<file path="src/rtl/reg_file_pkg.sv">
// Shared types and helpers for the multi-port register file: FSM states,
// the hardwired-zero index and a packed-bus slice extractor.
package reg_file_pkg;

   typedef enum logic {
      ST_INIT,
      ST_RUN
   } stateT;

   localparam int ZERO_REG = 0;

   // Generous upper bounds so one helper serves every legal parameter set
   localparam int VEC_W   = 256;
   localparam int FIELD_W = 64;

   function automatic logic [FIELD_W-1:0] portSlice(input logic [VEC_W-1:0] vec,
                                                    input int k,
                                                    input int w);
      logic [VEC_W-1:0] shifted;
      logic [VEC_W-1:0] mask;
      shifted = vec >> (k * w);
      mask    = (VEC_W'(1) << w) - VEC_W'(1);
      return FIELD_W'(shifted & mask);
   endfunction

endpackage

</file>
<file path="src/rtl/reg_file_mp_if.sv">
// Decode/writeback-facing bus of the register file: write port, read ports,
// issue (scoreboard set) port and the ready flag.
interface reg_file_mp_if #(
   parameter int WIDTH  = 32,
   parameter int DEPTH  = 32,
   parameter int ADDR_W = $clog2(DEPTH),
   parameter int NUM_RD = 2
);

   logic                     reg_write;
   logic [ADDR_W-1:0]        AddrD;
   logic [WIDTH-1:0]         DataD;
   logic [NUM_RD*ADDR_W-1:0] AddrR;
   logic [NUM_RD*WIDTH-1:0]  DataR;
   logic [NUM_RD-1:0]        busy_r;
   logic                     issue_valid;
   logic [ADDR_W-1:0]        issue_addr;
   logic                     ready;

   modport master (
      output reg_write, AddrD, DataD, AddrR, issue_valid, issue_addr,
      input  DataR, busy_r, ready
   );

   modport slave (
      input  reg_write, AddrD, DataD, AddrR, issue_valid, issue_addr,
      output DataR, busy_r, ready
   );

endinterface

</file>
<file path="src/rtl/reg_file_mp_scoreboard.sv">
// Per-register pending bits used for hazard detection; x0 is never pending.
module reg_scoreboard
   import reg_file_pkg::*;
#(
   parameter int DEPTH  = 32,
   parameter int ADDR_W = $clog2(DEPTH)
) (
   input  logic              clk,
   input  logic              rst_n,
   input  logic              setEn,
   input  logic [ADDR_W-1:0] setAddr,
   input  logic              clrEn,
   input  logic [ADDR_W-1:0] clrAddr,
   output logic [DEPTH-1:0]  pending
);

   logic [DEPTH-1:0] nextPending;

   // A set beats a clear on the same register: the newly issued producer
   // supersedes the one that is just retiring.
   always_comb begin
      nextPending = pending;
      if (clrEn) begin
         nextPending[clrAddr] = 1'b0;
      end
      if (setEn) begin
         nextPending[setAddr] = 1'b1;
      end
      nextPending[ZERO_REG] = 1'b0;
   end

   always_ff @(posedge clk) begin
      if (!rst_n) begin
         pending <= '0;
      end else begin
         pending <= nextPending;
      end
   end

endmodule

</file>
<file path="src/rtl/reg_file_mp.sv">
// Multi-read-port register file with hardwired x0, optional write bypass,
// pending scoreboard and a one-entry-per-cycle clearing sequencer after reset.
module reg_file_mp
   import reg_file_pkg::*;
#(
   parameter int WIDTH  = 32,
   parameter int DEPTH  = 32,
   parameter int ADDR_W = $clog2(DEPTH),
   parameter int NUM_RD = 2,
   parameter int BYPASS = 1
) (
   input logic          clk,
   input logic          rst_n,
   reg_file_mp_if.slave bus
);

   stateT             state;
   stateT             nextState;
   logic [ADDR_W-1:0] clrCnt;
   logic [ADDR_W-1:0] nextClrCnt;

   logic              running;
   logic              writeLive;
   logic              issueLive;

   logic              memWe;
   logic [ADDR_W-1:0] memAddr;
   logic [WIDTH-1:0]  memData;
   logic [WIDTH-1:0]  mem [DEPTH];

   logic [DEPTH-1:0]  pending;
   logic [ADDR_W-1:0] rdAddr [NUM_RD];
   logic [NUM_RD*WIDTH-1:0] dataR;
   logic [NUM_RD-1:0]       busyR;

   assign running   = (state == ST_RUN);
   assign writeLive = running && bus.reg_write && (bus.AddrD != ADDR_W'(ZERO_REG));
   assign issueLive = running && bus.issue_valid && (bus.issue_addr != ADDR_W'(ZERO_REG));

   always_ff @(posedge clk) begin
      if (!rst_n) begin
         state  <= ST_INIT;
         clrCnt <= '0;
      end else begin
         state  <= nextState;
         clrCnt <= nextClrCnt;
      end
   end

   // INIT walks the array writing zeros; in RUN the single write port belongs
   // to writeback.
   always_comb begin
      nextState  = state;
      nextClrCnt = clrCnt;
      memWe      = 1'b0;
      memAddr    = clrCnt;
      memData    = '0;
      case (state)
         ST_INIT: begin
            memWe      = 1'b1;
            nextClrCnt = clrCnt + 1'b1;
            if (clrCnt == ADDR_W'(DEPTH - 1)) begin
               nextState = ST_RUN;
            end
         end
         ST_RUN: begin
            if (writeLive) begin
               memWe   = 1'b1;
               memAddr = bus.AddrD;
               memData = bus.DataD;
            end
         end
         default: begin
            nextState = ST_INIT;
         end
      endcase
   end

   always_ff @(posedge clk) begin
      if (rst_n && memWe) begin
         mem[memAddr] <= memData;
      end
   end

   reg_scoreboard #(
      .DEPTH  (DEPTH),
      .ADDR_W (ADDR_W)
   ) u_scoreboard (
      .clk     (clk),
      .rst_n   (rst_n),
      .setEn   (issueLive),
      .setAddr (bus.issue_addr),
      .clrEn   (writeLive),
      .clrAddr (bus.AddrD),
      .pending (pending)
   );

   always_comb begin
      for (int k = 0; k < NUM_RD; k++) begin
         rdAddr[k] = ADDR_W'(portSlice(VEC_W'(bus.AddrR), k, ADDR_W));
      end
   end

   // A bypassed write also retires its producer this cycle, so the port sees
   // not-busy unless the same register is being re-issued right now.
   always_comb begin
      dataR = '0;
      busyR = '0;
      for (int k = 0; k < NUM_RD; k++) begin
         if (running && (rdAddr[k] != ADDR_W'(ZERO_REG))) begin
            if ((BYPASS != 0) && writeLive && (rdAddr[k] == bus.AddrD)) begin
               dataR[k*WIDTH +: WIDTH] = bus.DataD;
               busyR[k] = pending[rdAddr[k]] && issueLive && (bus.issue_addr == rdAddr[k]);
            end else begin
               dataR[k*WIDTH +: WIDTH] = mem[rdAddr[k]];
               busyR[k] = pending[rdAddr[k]];
            end
         end
      end
   end

   assign bus.DataR  = dataR;
   assign bus.busy_r = busyR;
   assign bus.ready  = running;

endmodule

</file>
<file path="src/flat_wrapper.sv">
// flat-port wrapper written by rule: the top's interface ports become plain ports
module reg_file_mp_flat import reg_file_pkg::*;
#(
   parameter int WIDTH  = 32,
   parameter int DEPTH  = 32,
   parameter int ADDR_W = $clog2(DEPTH),
   parameter int NUM_RD = 2,
   parameter int BYPASS = 1
)
  (clk, rst_n, bus_reg_write, bus_AddrD, bus_DataD, bus_AddrR, bus_issue_valid, bus_issue_addr, bus_DataR, bus_busy_r, bus_ready);
  reg_file_mp_if #(.WIDTH(WIDTH), .DEPTH(DEPTH), .ADDR_W(ADDR_W), .NUM_RD(NUM_RD)) bus_i ();
  input logic clk;
  input logic rst_n;
  input wire logic [$bits(bus_i.reg_write)-1:0] bus_reg_write;
  input wire logic [$bits(bus_i.AddrD)-1:0] bus_AddrD;
  input wire logic [$bits(bus_i.DataD)-1:0] bus_DataD;
  input wire logic [$bits(bus_i.AddrR)-1:0] bus_AddrR;
  input wire logic [$bits(bus_i.issue_valid)-1:0] bus_issue_valid;
  input wire logic [$bits(bus_i.issue_addr)-1:0] bus_issue_addr;
  output wire logic [$bits(bus_i.DataR)-1:0] bus_DataR;
  output wire logic [$bits(bus_i.busy_r)-1:0] bus_busy_r;
  output wire logic [$bits(bus_i.ready)-1:0] bus_ready;
  assign bus_i.reg_write = bus_reg_write;
  assign bus_i.AddrD = bus_AddrD;
  assign bus_i.DataD = bus_DataD;
  assign bus_i.AddrR = bus_AddrR;
  assign bus_i.issue_valid = bus_issue_valid;
  assign bus_i.issue_addr = bus_issue_addr;
  assign bus_DataR = bus_i.DataR;
  assign bus_busy_r = bus_i.busy_r;
  assign bus_ready = bus_i.ready;
  reg_file_mp #(.WIDTH(WIDTH), .DEPTH(DEPTH), .ADDR_W(ADDR_W), .NUM_RD(NUM_RD), .BYPASS(BYPASS)) u_core (.clk(clk), .rst_n(rst_n), .bus(bus_i));
endmodule
</file>
<file path="config.mk">
export PLATFORM = sky130hd
export DESIGN_NAME = reg_file_mp_flat
export DESIGN_NICKNAME = d
export VERILOG_FILES = /design/src/rtl/reg_file_pkg.sv /design/src/rtl/reg_file_mp_if.sv /design/src/rtl/reg_file_mp_scoreboard.sv /design/src/rtl/reg_file_mp.sv /design/src/flat_wrapper.sv
export SDC_FILE = /design/constraint.sdc
export NUM_CORES = 1
export LEC_CHECK = 0
export BUFFER_PORTS_ARGS = -buffer_cell sky130_fd_sc_hd__buf_2
export CAP_MARGIN = 10
export CORE_ASPECT_RATIO = 1.2
export CORE_UTILIZATION = 57
export CTS_BUF_LIST = sky130_fd_sc_hd__clkbuf_16
export DETAILED_ROUTE_END_ITERATION = 6
export PLACE_DENSITY = 0.77
export SLEW_MARGIN = 20
export SYNTH_ARGS = -nofsm -noshare
export SYNTH_HDL_FRONTEND = slang
export SYNTH_SLANG_ARGS = --single-unit
</file>
<file path="constraint.sdc">
create_clock -name clk -period 3.2 [get_ports clk]
set_input_delay 0.32 -clock clk [delete_from_list [all_inputs] [get_ports clk]]
set_output_delay 0.32 -clock clk [all_outputs]
set_load 0.05 [all_outputs]
</file>
### Word-level counts from Yosys, hierarchy flattened

Memory sizes are Yosys's and may differ from the RTL's.
Index checks and enable logic that the tools add are counted.

* bits of input ports: 56
* register bits after elaboration: 38
* bits in writable memories: 1024
* memories: 1
* logic and storage cells: 68

Memory list
* u_core.mem: words 32, width 32, read ports 2, clocked after Yosys merged registers in 0, wr ports 1, line reg_file_mp.sv:29 `logic [WIDTH-1:0] mem [DEPTH];`

* eq/ne operators: 5
* $add $sub $neg: 1
* bitwise operators: 4
* muxes and demuxes: 28
* order comparisons: 6
* reduce and logical (&&, ||, !) cells: 19

Operators with widths (count)
* two-way mux 32 bit: 8
* bitwise AND 32 bit: 1
* inverter 32 bit: 1
* OR 32 bit: 1
* less-than comparator 5 x 6 -> 1 bit, second input constant: 4
* == test 5 bit: 4
* nonzero test 5 bit: 4
* logical AND 1 bit: 15
* two-way mux 1 bit: 13
* binary-select mux 1 bit (select 5 bit): 2
* demux 1 bit (select 5 bit): 2
* >= comparator 5 x 1 -> 1 bit, second input constant: 2
* two-way mux 5 bit: 2
* adder 5 x 1 -> 5 bit, second input constant: 1
* == test 5 bit, second input constant: 1
* one-hot mux 1 bit (2 select lines): 1
* inverter 1 bit: 1

### Depth between registers and ports, before layout

Gate-level depths: netlist of run 1.

* depth in word-level cells: 9
* gate-level depth with buffers: 9
* mapped depth without buffers: 5

### Hierarchy

A second synthesis of run 1 with hierarchy kept.

* cells, all modules: 2922
* area total of the unflattened synthesis: 50785.0 um2

Modules (own cells, without submodules)
* reg_file_mp: cells each 2788, sequential area each 30869.6 um2, area each 49487.5 um2, instances 1
* reg_scoreboard: cells each 134, sequential area each 620.6 um2, area each 1297.5 um2, instances 1

### Worst setup path after synthesis of run 1

Ideal clock, no wire load.

* kind: input -> output
* start point: input port bus_AddrR[1]
* end point: output port bus_busy_r[0]
* stages on the path: 8
* path slack: -1.013 ns
* data arrival time: 3.893 ns
* path buffers: 3
* data required time: 2.880 ns
* cell sequence: buf_2 -> buf_2 -> buf_2 -> xor2_1 -> nor3_1 -> nand3_1 -> o31a_1 -> a2111oi_0

* longest elaborated chain between the ends: 6
* elaborated cells on any way between the ends: 11
* those cells by class: eq/ne: 2; mux: 4; reduce/logical: 5

RTL lines
* start: declaration: line flat_wrapper.sv:17 `input wire logic [$bits(bus_i.AddrR)-1:0] bus_AddrR;`
* binary-select mux 1 bit (select 5 bit): line reg_file_mp.sv:113, reg_file_mp.sv:116
* two-way mux 1 bit (implied by the code): line reg_file_mp.sv:113, reg_file_mp.sv:116
* logical AND 1 bit (2 in series): line reg_file_mp.sv:113 `busyR[k] = pending[rdAddr[k]] && issueLive && (bus.issue_addr == rdAddr[k]);`
* two-way mux 1 bit: line reg_file_mp.sv:111 `if ((BYPASS != 0) && writeLive && (rdAddr[k] == bus.AddrD)) begin`
* two-way mux 1 bit *: line reg_file_mp.sv:110 `if (running && (rdAddr[k] != ADDR_W'(ZERO_REG))) begin`
* end: declaration: line flat_wrapper.sv:21 `output wire logic [$bits(bus_i.busy_r)-1:0] bus_busy_r;`

Mark *: on every way between the ends. The rest lies on a longest branch, timed or not. The select of a mux whose other input is x is not followed.

### Worst setup path in the final report of run 1

* start point: register u_core.state (netlist: u_core.bus.ready)
* end point: output port bus_DataR[6]

* longest elaborated chain between the ends: 5
* elaborated cells on any way between the ends: 6
* those cells by class: mux: 2; reduce/logical: 4

RTL lines
* start: declaration: line reg_file_mp.sv:17 `stateT state;`
* start signal: assignment: line reg_file_mp.sv:45 `state <= nextState;`
* logical AND 1 bit (2 in series): line reg_file_mp.sv:37 `assign writeLive = running && bus.reg_write && (bus.AddrD != ADDR_W'(ZERO_REG));`
* logical AND 1 bit: line reg_file_mp.sv:111
* two-way mux 32 bit: line reg_file_mp.sv:111
* two-way mux 32 bit *: line reg_file_mp.sv:110
* end: declaration: line flat_wrapper.sv:20 `output wire logic [$bits(bus_i.DataR)-1:0] bus_DataR;`

Mark *: on every way between the ends. The rest lies on a longest branch, timed or not.

==> key figures, run 1 <==
Die
  • IO Count: about 120
  • Rows: roughly 120
  • Die width: roughly 270 µm
  • Die H: 327 µm
  • Starting Density: 57.7%
  • Core area: just under 0.09 mm²
  • Total Die Area: just under 0.09 mm²

Global routing
  • Initial antenna violation count: 2
  • Gr usage total: 34.4%
  • Vias in the first global route: 31200
  • GRT overflow: 0
  • Largest net degree at the start of global routing: 110
  • First-pass GRT wire length: 217000 µm

STA
  • Setup Skew: 0.0377 ns
  • Max Slew Vio Count: 0
  • Final setup TNS: 0 ns
  • Least-Margin Pin Slew: around 1.2 ns
  • Max Fclk: 0.315 GHz
  • Final setup viols: 0
  • Rel. slew slack: ~23%
  • Tcrit/Tclk final: 99.2%
  • Tmin final: between 3 and 4 ns
  • RSZ-0062 raised after global routing: false
  • Hold slack: roughly 0.065 ns
  • Hold Violations, Final: 0

Finish
  • FF/Latch Area: 0.0315 mm²
  • Share of cells above drive strength 1: about two fifths
  • Most frequent cells in the layout: edfxtp_1 (1024), mux4_2 (559), buf_4 (155)
  • Final instance area: ~0.058 mm²
  • Layout net count: around 2800
  • Multi-input combinational cell area: 0.0179 mm²
  • Most common cell after layout, fill and taps aside: edfxtp_1
  • Area growth syn-to-layout: 15.2%
  • Layout fillers: 5310

Run status
  • Status: finished with violations
  • Failing checks: DRC

Synth
  • Post-Syn Area: 0.0500 mm²
  • Post-Synth Adder-Cell Area: 0.0500%
  • Cell variety after synth: 52
  • Main synth FF type: edfxtp_1
  • Cells after synthesis: 2542
  • Post-synthesis register bit count: 1061
  • Syn Nets: 2600
  • Post-synthesis mux area share: 27.3%
  • Compound-Gate Fraction of Synth Area: under 10%
  • Number of flops mapped to enable cells by yosys: 1024
  • Main combinational cell family by area after synthesis: multiplexers
  • Synth async-reset ratio: 0%
  • Synth Area in Simple Gates: 2.63%
  • Seq/Total Area, Yosys: 63.0%
  • Ys Warns: 0
  • XOR/XNOR Fraction of Synth Area: 0.385%
  • Avg Cell Area, Syn: 19.7 µm²

Critical path
  • Crit path max fanout: 12
  • R2r setup slk: 0.08 ns
  • Most Frequent Cell on Critical Path: buf_4
  • Worst R2R Start: u_core.bus.ready
  • Req. time, crit path: around 2.9 ns
  • Worst path cell trace: nand2_2 > a21o_4 > nor3_4 > buf_4 > buf_4 > buf_4 > a221o_1 > buf_2
  • Crit Path Category: flop to output pin
  • Slowest stage cell, crit path: dfxtp_1
  • Worst flop-to-flop path endpoint: u_core.mem[28][25]
  • Critical path buffers and inverters: 4
  • CP Capture Type: output pin
  • Slowest stage delay, CP: 0.37 ns
  • Worst path depth: 8
  • CP Launch Type: flop
  • CP Data Arrival Time: 2.85 ns
  • Family with the most delay on the worst path: buffers and inverters
  • R2R depth: 7

Clock tree
  • Clock Latency Late Sink: approximately 0.71 ns
  • CTS tree: done
  • Clock transition at the registers of the reported paths: 0.07 ns
  • Maximum root-to-sink buffer count: 3
  • Num CTS Buffers: ~100
  • Root buf cell: clkbuf_16
  • H-tree level count: 3
  • Clock sinks: 1061

Place
  • Port Buf Inserts: 122
  • Dpl cell area: 0.0541 mm²
  • Routability Congestion: 0.912
  • Detailed Place HPWL: 88000 µm

Drt
  • DRC errors left: 1
  • Routed WL per cell: 37.7 µm
  • Routed WL: ~150000 µm
  • DRT iter0 DRCs: 4570
  • ANT nets after route: 0
  • Via count: 30800
  • Vias per cell: 7.69
  • DR pass1 iterations: 7

Run
  • Max-Cap Viols: 0

Power
  • Total Power: 29000 µW
  • Pwr dens: approximately 500 mW/mm²
  • VDD IR max: between 400 and 500 µV
  • Leakage Power: 0.0177 µW

Min path
  • Hold Crit Class: input port to flop
  • Min-Delay Startpoint: bus_issue_addr[2]
  • Min-Delay Endpoint: u_core.u_scoreboard.pending[28]
  • Worst hold path depth: 3
layer usage:
metal	GRT usage [%]	part of all wire (%)
met5	0	0
met4	17.7	5.9
met3	8.36	13
met2	54.5	48
met1	44.7	33
cell families after synthesis:
group	Yosys count
fa+ha+maj	2
xor+xnor	22
flops	1061
compound gates	312
buf+inv	217
simple gates	261
mux	667
cells in the mapped netlist (2+ instances only):
cell,instances,share of area [%]
nor3_1,11,0.11
nor2_1,47,0.35
o22ai_1,64,0.80
mux2i_1,106,2.1
and3_1,4,0.050
buf_6,6,0.14
a221o_1,31,0.62
o21ai_0,40,0.40
mux4_2,559,25
o21a_1,3,0.045
nor2b_1,41,0.51
mux2_2,2,0.045
dfxtp_1,37,1.5
nand2b_1,10,0.13
or3_1,4,0.050
or2_2,3,0.038
a21o_1,2,0.030
xnor2_1,10,0.18
nand4_1,2,0.025
a31oi_1,4,0.050
ha_1,2,0.050
a211oi_1,93,1.4
o21ai_1,2,0.020
a21oi_1,6,0.060
xor2_1,12,0.21
a21boi_0,17,0.26
nand3_1,14,0.14
o211ai_1,5,0.075
edfxtp_1,1024,61
inv_1,2,0.015
and2_1,43,0.54
nand3b_1,4,0.060
or4_1,2,0.030
clkbuf_1,100,0.75
a32o_1,35,0.70
buf_1,28,0.21
nand2_1,73,0.55
buf_2,65,0.65
buf_4,16,0.24
through the flow:
stage / setup slack (ns) / util, % / std cells
finish: 0.0262 / 66.5 / 4006
floorplan: -0.254 / - / 2542
global placement: 0.0861 / 62.5 / 3811
CTS: -0.00800 / 66.4 / 4002
global route: 0.00804 / 66.5 / 4005
detailed placement: 0.0617 / 62.5 / 3811
tightest hold or removal path: cells and delay by family:
family	cells	cell delay [ns]
buf+inv	1	0.17
compound gates	1	0.08
simple gates	1	0.13
sequential cells by signal, summed over array words and instances (netlist names):
name,count
u_core.mem,1024
u_core.clrCnt,5
u_core.bus.ready,1
u_core.u_scoreboard.pending,31
report_power, final:
part	leakage, µW	internal (µW)	total [µW]	switching [µW]
clock network	0.00171	6830	12100	5280
logic	0.00689	762	1780	1020
registers	0.00912	15100	15100	41.6
total	0.0177	22700	29000	6340
worst max path at each step:
stage                     slack (ns)             start                end
after floorplan                -0.25  u_core.bus.ready  u_core.mem[11][0]
after global routing           0.008  u_core.bus.ready      bus_DataR[62]
after CTS                     -0.008  u_core.bus.ready      bus_busy_r[1]
after global placement          0.09      bus_AddrD[4]   u_core.mem[4][3]
after detailed placement        0.06      bus_AddrD[4]       bus_DataR[4]
final                           0.03  u_core.bus.ready       bus_DataR[6]
layout make-up:
class	instances	share of cell area [%]
clock inverters	85	1.32
inverters	2	0.0130
clock buffers	103	4.47
diodes	1	0.00434
repair buffers	350	6.07
flip-flops and latches	1061	54.6
multi-input cells	1264	31.0
well taps	1140	2.47
repair_timing:
item / 4_1_cts / 5_1_grt
hold buffers: 1 / 0
buffers inserted: 2 / 3
gates resized for setup: 13 / 14
pin swaps: 2 / 2
hold endpoints to repair: 3 / 0
gates cloned: 0 / 0
endpoints found under the setup margin: 66 / 47
Note: power is estimated with default switching activity, not from simulation.
==> inputs of run 2 (changes only) <==
CELL_PAD_IN_SITES_DETAIL_PLACEMENT = 0   (was default)
CELL_PAD_IN_SITES_GLOBAL_PLACEMENT = 1   (was default)
CORE_UTILIZATION = 50   (was 57)
PLACE_DENSITY = default   (was 0.77)
PLACE_DENSITY_LB_ADDON = 0.1   (was default)
==> run 2 against run 1 <==
Compared with the run above:
- the run now ends clean
- first-iteration DRC count decreased by 12%
- clock power grew 7%
- via count is 3.4% lower
- critical path depth is the same
- non-clock buffer count increased by 10
- clock skew shrank 0.011 ns
- power is 2.8% higher
- sequential cell count unchanged
- setup slack gained 0.041 ns
==> key figures, run 2 (synthesized netlist as in run 1, its figures left out) <==
Run status
  • Status: finished, final reports clean

Drt
  • Vias per cell: 7.14 (-7.2%)
  • DR pass1 iterations: 5 (-2)
  • Routed WL: 161000 µm (+6.4%)
  • DRC errors left: 0 (-1)
  • DRT iter0 DRCs: 4003 (-12%)
  • ANT nets after route: 0 (unchanged)
  • Routed WL per cell: 38.5 µm (+2.3%)
  • Via count: 29800 (-3.4%)

Clock tree
  • Clock Latency Late Sink: 0.70 ns (about the same)
  • Root buf cell: clkbuf_16
  • CTS tree: done
  • H-tree level count: 3 (unchanged)
  • Maximum root-to-sink buffer count: 3 (unchanged)
  • Clock sinks: 1061 (unchanged)
  • Clock transition at the registers of the reported paths: 0.06 ns (about the same)
  • Num CTS Buffers: 107 (+4.9%)

Critical path
  • Slowest stage cell, crit path: a221o_1
  • R2r setup slk: 0.50 ns (+0.42 ns)
  • Family with the most delay on the worst path: compound AO/OA/AOI/OAI gates
  • Req. time, crit path: 2.88 ns (about the same)
  • Crit path max fanout: 11 (-1)
  • CP Capture Type: output pin
  • CP Data Arrival Time: 2.81 ns (-0.04 ns)
  • Worst R2R Start: u_core.bus.ready
  • Worst flop-to-flop path endpoint: u_core.mem[5][22]
  • CP Launch Type: flop
  • Worst path cell trace: nand2_1 > a21o_4 > o311ai_4 > buf_4 > buf_12 > a211oi_1 > a221o_1 > buf_4
  • Slowest stage delay, CP: 0.39 ns (+0.02 ns)
  • Most Frequent Cell on Critical Path: buf_4
  • Critical path buffers and inverters: 3 (-1)
  • Crit Path Category: flop to output pin
  • R2R depth: 7 (unchanged)

Die
  • Total Die Area: 0.101 mm² (+14%)
  • Die H: 348 µm (+6.7%)
  • IO Count: 123 (unchanged)
  • Core area: 0.0987 mm² (+14%)
  • Die width: 291 µm (+6.7%)
  • Starting Density: 50.7% (-7.0 points)
  • Rows: 126 (+6.8%)

Global routing
  • Vias in the first global route: 30200 (-3.0%)
  • GRT overflow: 0 (unchanged)
  • Gr usage total: 32.1% (-2.3 points)
  • First-pass GRT wire length: 227000 µm (+4.7%)
  • Initial antenna violation count: 4 (+2)
  • Largest net degree at the start of global routing: 47 (-57%)

Finish
  • Area growth syn-to-layout: 16.7%
  • Layout fillers: 7166 (+35%)
  • Layout net count: 2854 (+0.53%)
  • Largest Register: u_core.mem
  • Number of flip-flops in the largest register: 1024 (unchanged)
  • Largest regs: u_core.mem x1024, u_core.u_scoreboard.pending x31, u_core.clrCnt x5
  • Most common cell after layout, fill and taps aside: edfxtp_1
  • Most frequent cells in the layout: edfxtp_1 (1024), mux4_2 (559), buf_4 (172)
  • Share of cells above drive strength 1: 39.4% (+0.70 points)
  • Fin util: 59.2% (-7.3 points)

Run
  • Max-Cap Viols: 0 (unchanged)

Place
  • Port Buf Inserts: 122 (unchanged)
  • Post-Place Setup Slack: 0.208 ns (+0.146 ns)
  • Detailed Place HPWL: 90400 µm (+2.8%)
  • Routability Congestion: 0.852 (-6.5%)

STA
  • RSZ-0062 raised after global routing: false
  • Max Fclk: 0.319 GHz (+1.3%)
  • Setup Skew: 0.0269 ns (-0.0108 ns)
  • Tcrit/Tclk final: 97.9% (-1.3 points)
  • Rel. slew slack: 31.6% (+8.9 points)
  • Max Slew Vio Count: 0 (unchanged)
  • Worst setup margin: 0.0669 ns (+0.0407 ns)
  • Tmin final: 3.13 ns (-0.0407 ns)
  • Hold Violations, Final: 0 (unchanged)
  • Final setup viols: 0 (unchanged)
  • Least-Margin Pin Slew: 1.03 ns (-0.130 ns)

Min path
  • Hold Crit Class: input port to flop
  • Min-Delay Endpoint: u_core.u_scoreboard.pending[31]
  • Min-Delay Startpoint: bus_issue_addr[2]
  • Worst hold path depth: 3 (unchanged)

Power
  • Total Power: 29800 µW (+2.8%)
  • Pwr dens: 511 mW/mm² (+1.5%)
  • VDD IR max: 427 µV (+1.1%)
  • Leakage Power: 0.0180 µW (+1.4%)
[run 2: worst max-delay path by stage]
stage / cells after the start / start / endpoint / slack [ns]
after floorplan: 6 / u_core.bus.ready / u_core.mem[11][0] / -0.25
after global placement: 9 / bus_AddrR[0] / bus_DataR[6] / 0.21
after detailed placement: 9 / bus_AddrR[0] / bus_DataR[6] / 0.21
after CTS: 8 / u_core.bus.ready / bus_DataR[21] / 0.03
after global routing: 8 / u_core.bus.ready / bus_DataR[10] / 0.003
final: 8 / u_core.bus.ready / bus_DataR[21] / 0.07
[run 2: timing repair]
item | 4_1_cts | 5_1_grt
endpoints found under the setup margin | 33 | 5
endpoints found under the hold margin | 2 | 0
buffers inserted | 5 | 1
hold buffers | 1 | 0
resized for setup | 28 | 2
pin swaps | 2 | 0
gates cloned | 2 | 0
[run 2: worst reg2reg max path, stage by stage, from the launching register on]
cell,delay [ns]
dfxtp_2,0.37
nand2_1,0.15
a21o_4,0.25
buf_4,0.17
a21oi_1,0.31
nand2_1,0.33
nor2_4,0.17
buf_4,0.53
[run 2: area by class of cell]
class | count | area, µm² | share of cell area (%)
inverter | 2 | 7.51 | 0.0129
antenna | 2 | 5.00 | 0.00857
tap | 1280 | 1600 | 2.74
timing repair buffer | 360 | 3760 | 6.45
sequential | 1061 | 31500 | 53.9
clock inverter | 91 | 851 | 1.46
clock buffer | 110 | 2750 | 4.71
multi-input combinational | 1264 | 17900 | 30.7
[run 2: stage by stage]
stage	instance area (µm²)	hold slack, ns	std cells	TNS, ns
after CTS	58400	0.0232	4167	0
after global placement	54600	0.476	3959	0
after floorplan	50000	0.464	2542	-141.23
final	58400	0.0541	4170	0
after global routing	58400	0.0782	4168	0
after detailed placement	54600	0.486	3959	0
[run 2: report_power, final]
| part | switching, µW | leakage, µW | total [µW] | internal (µW) |
|---|---|---|---|---|
| sequential | 34.9 | 0.00912 | 15100 | 15100 |
| clock | 5400 | 0.00184 | 12900 | 7500 |
| combinational | 1040 | 0.00699 | 1820 | 780 |
[run 2: metal layers]
layer	wire [µm]	part of all wire, %	global-route usage, %
met5	0	0	0
met4	5510	3.4	10.9
met3	16400	10	6.11
met2	77900	48	51.7
met1	60900	38	44.2
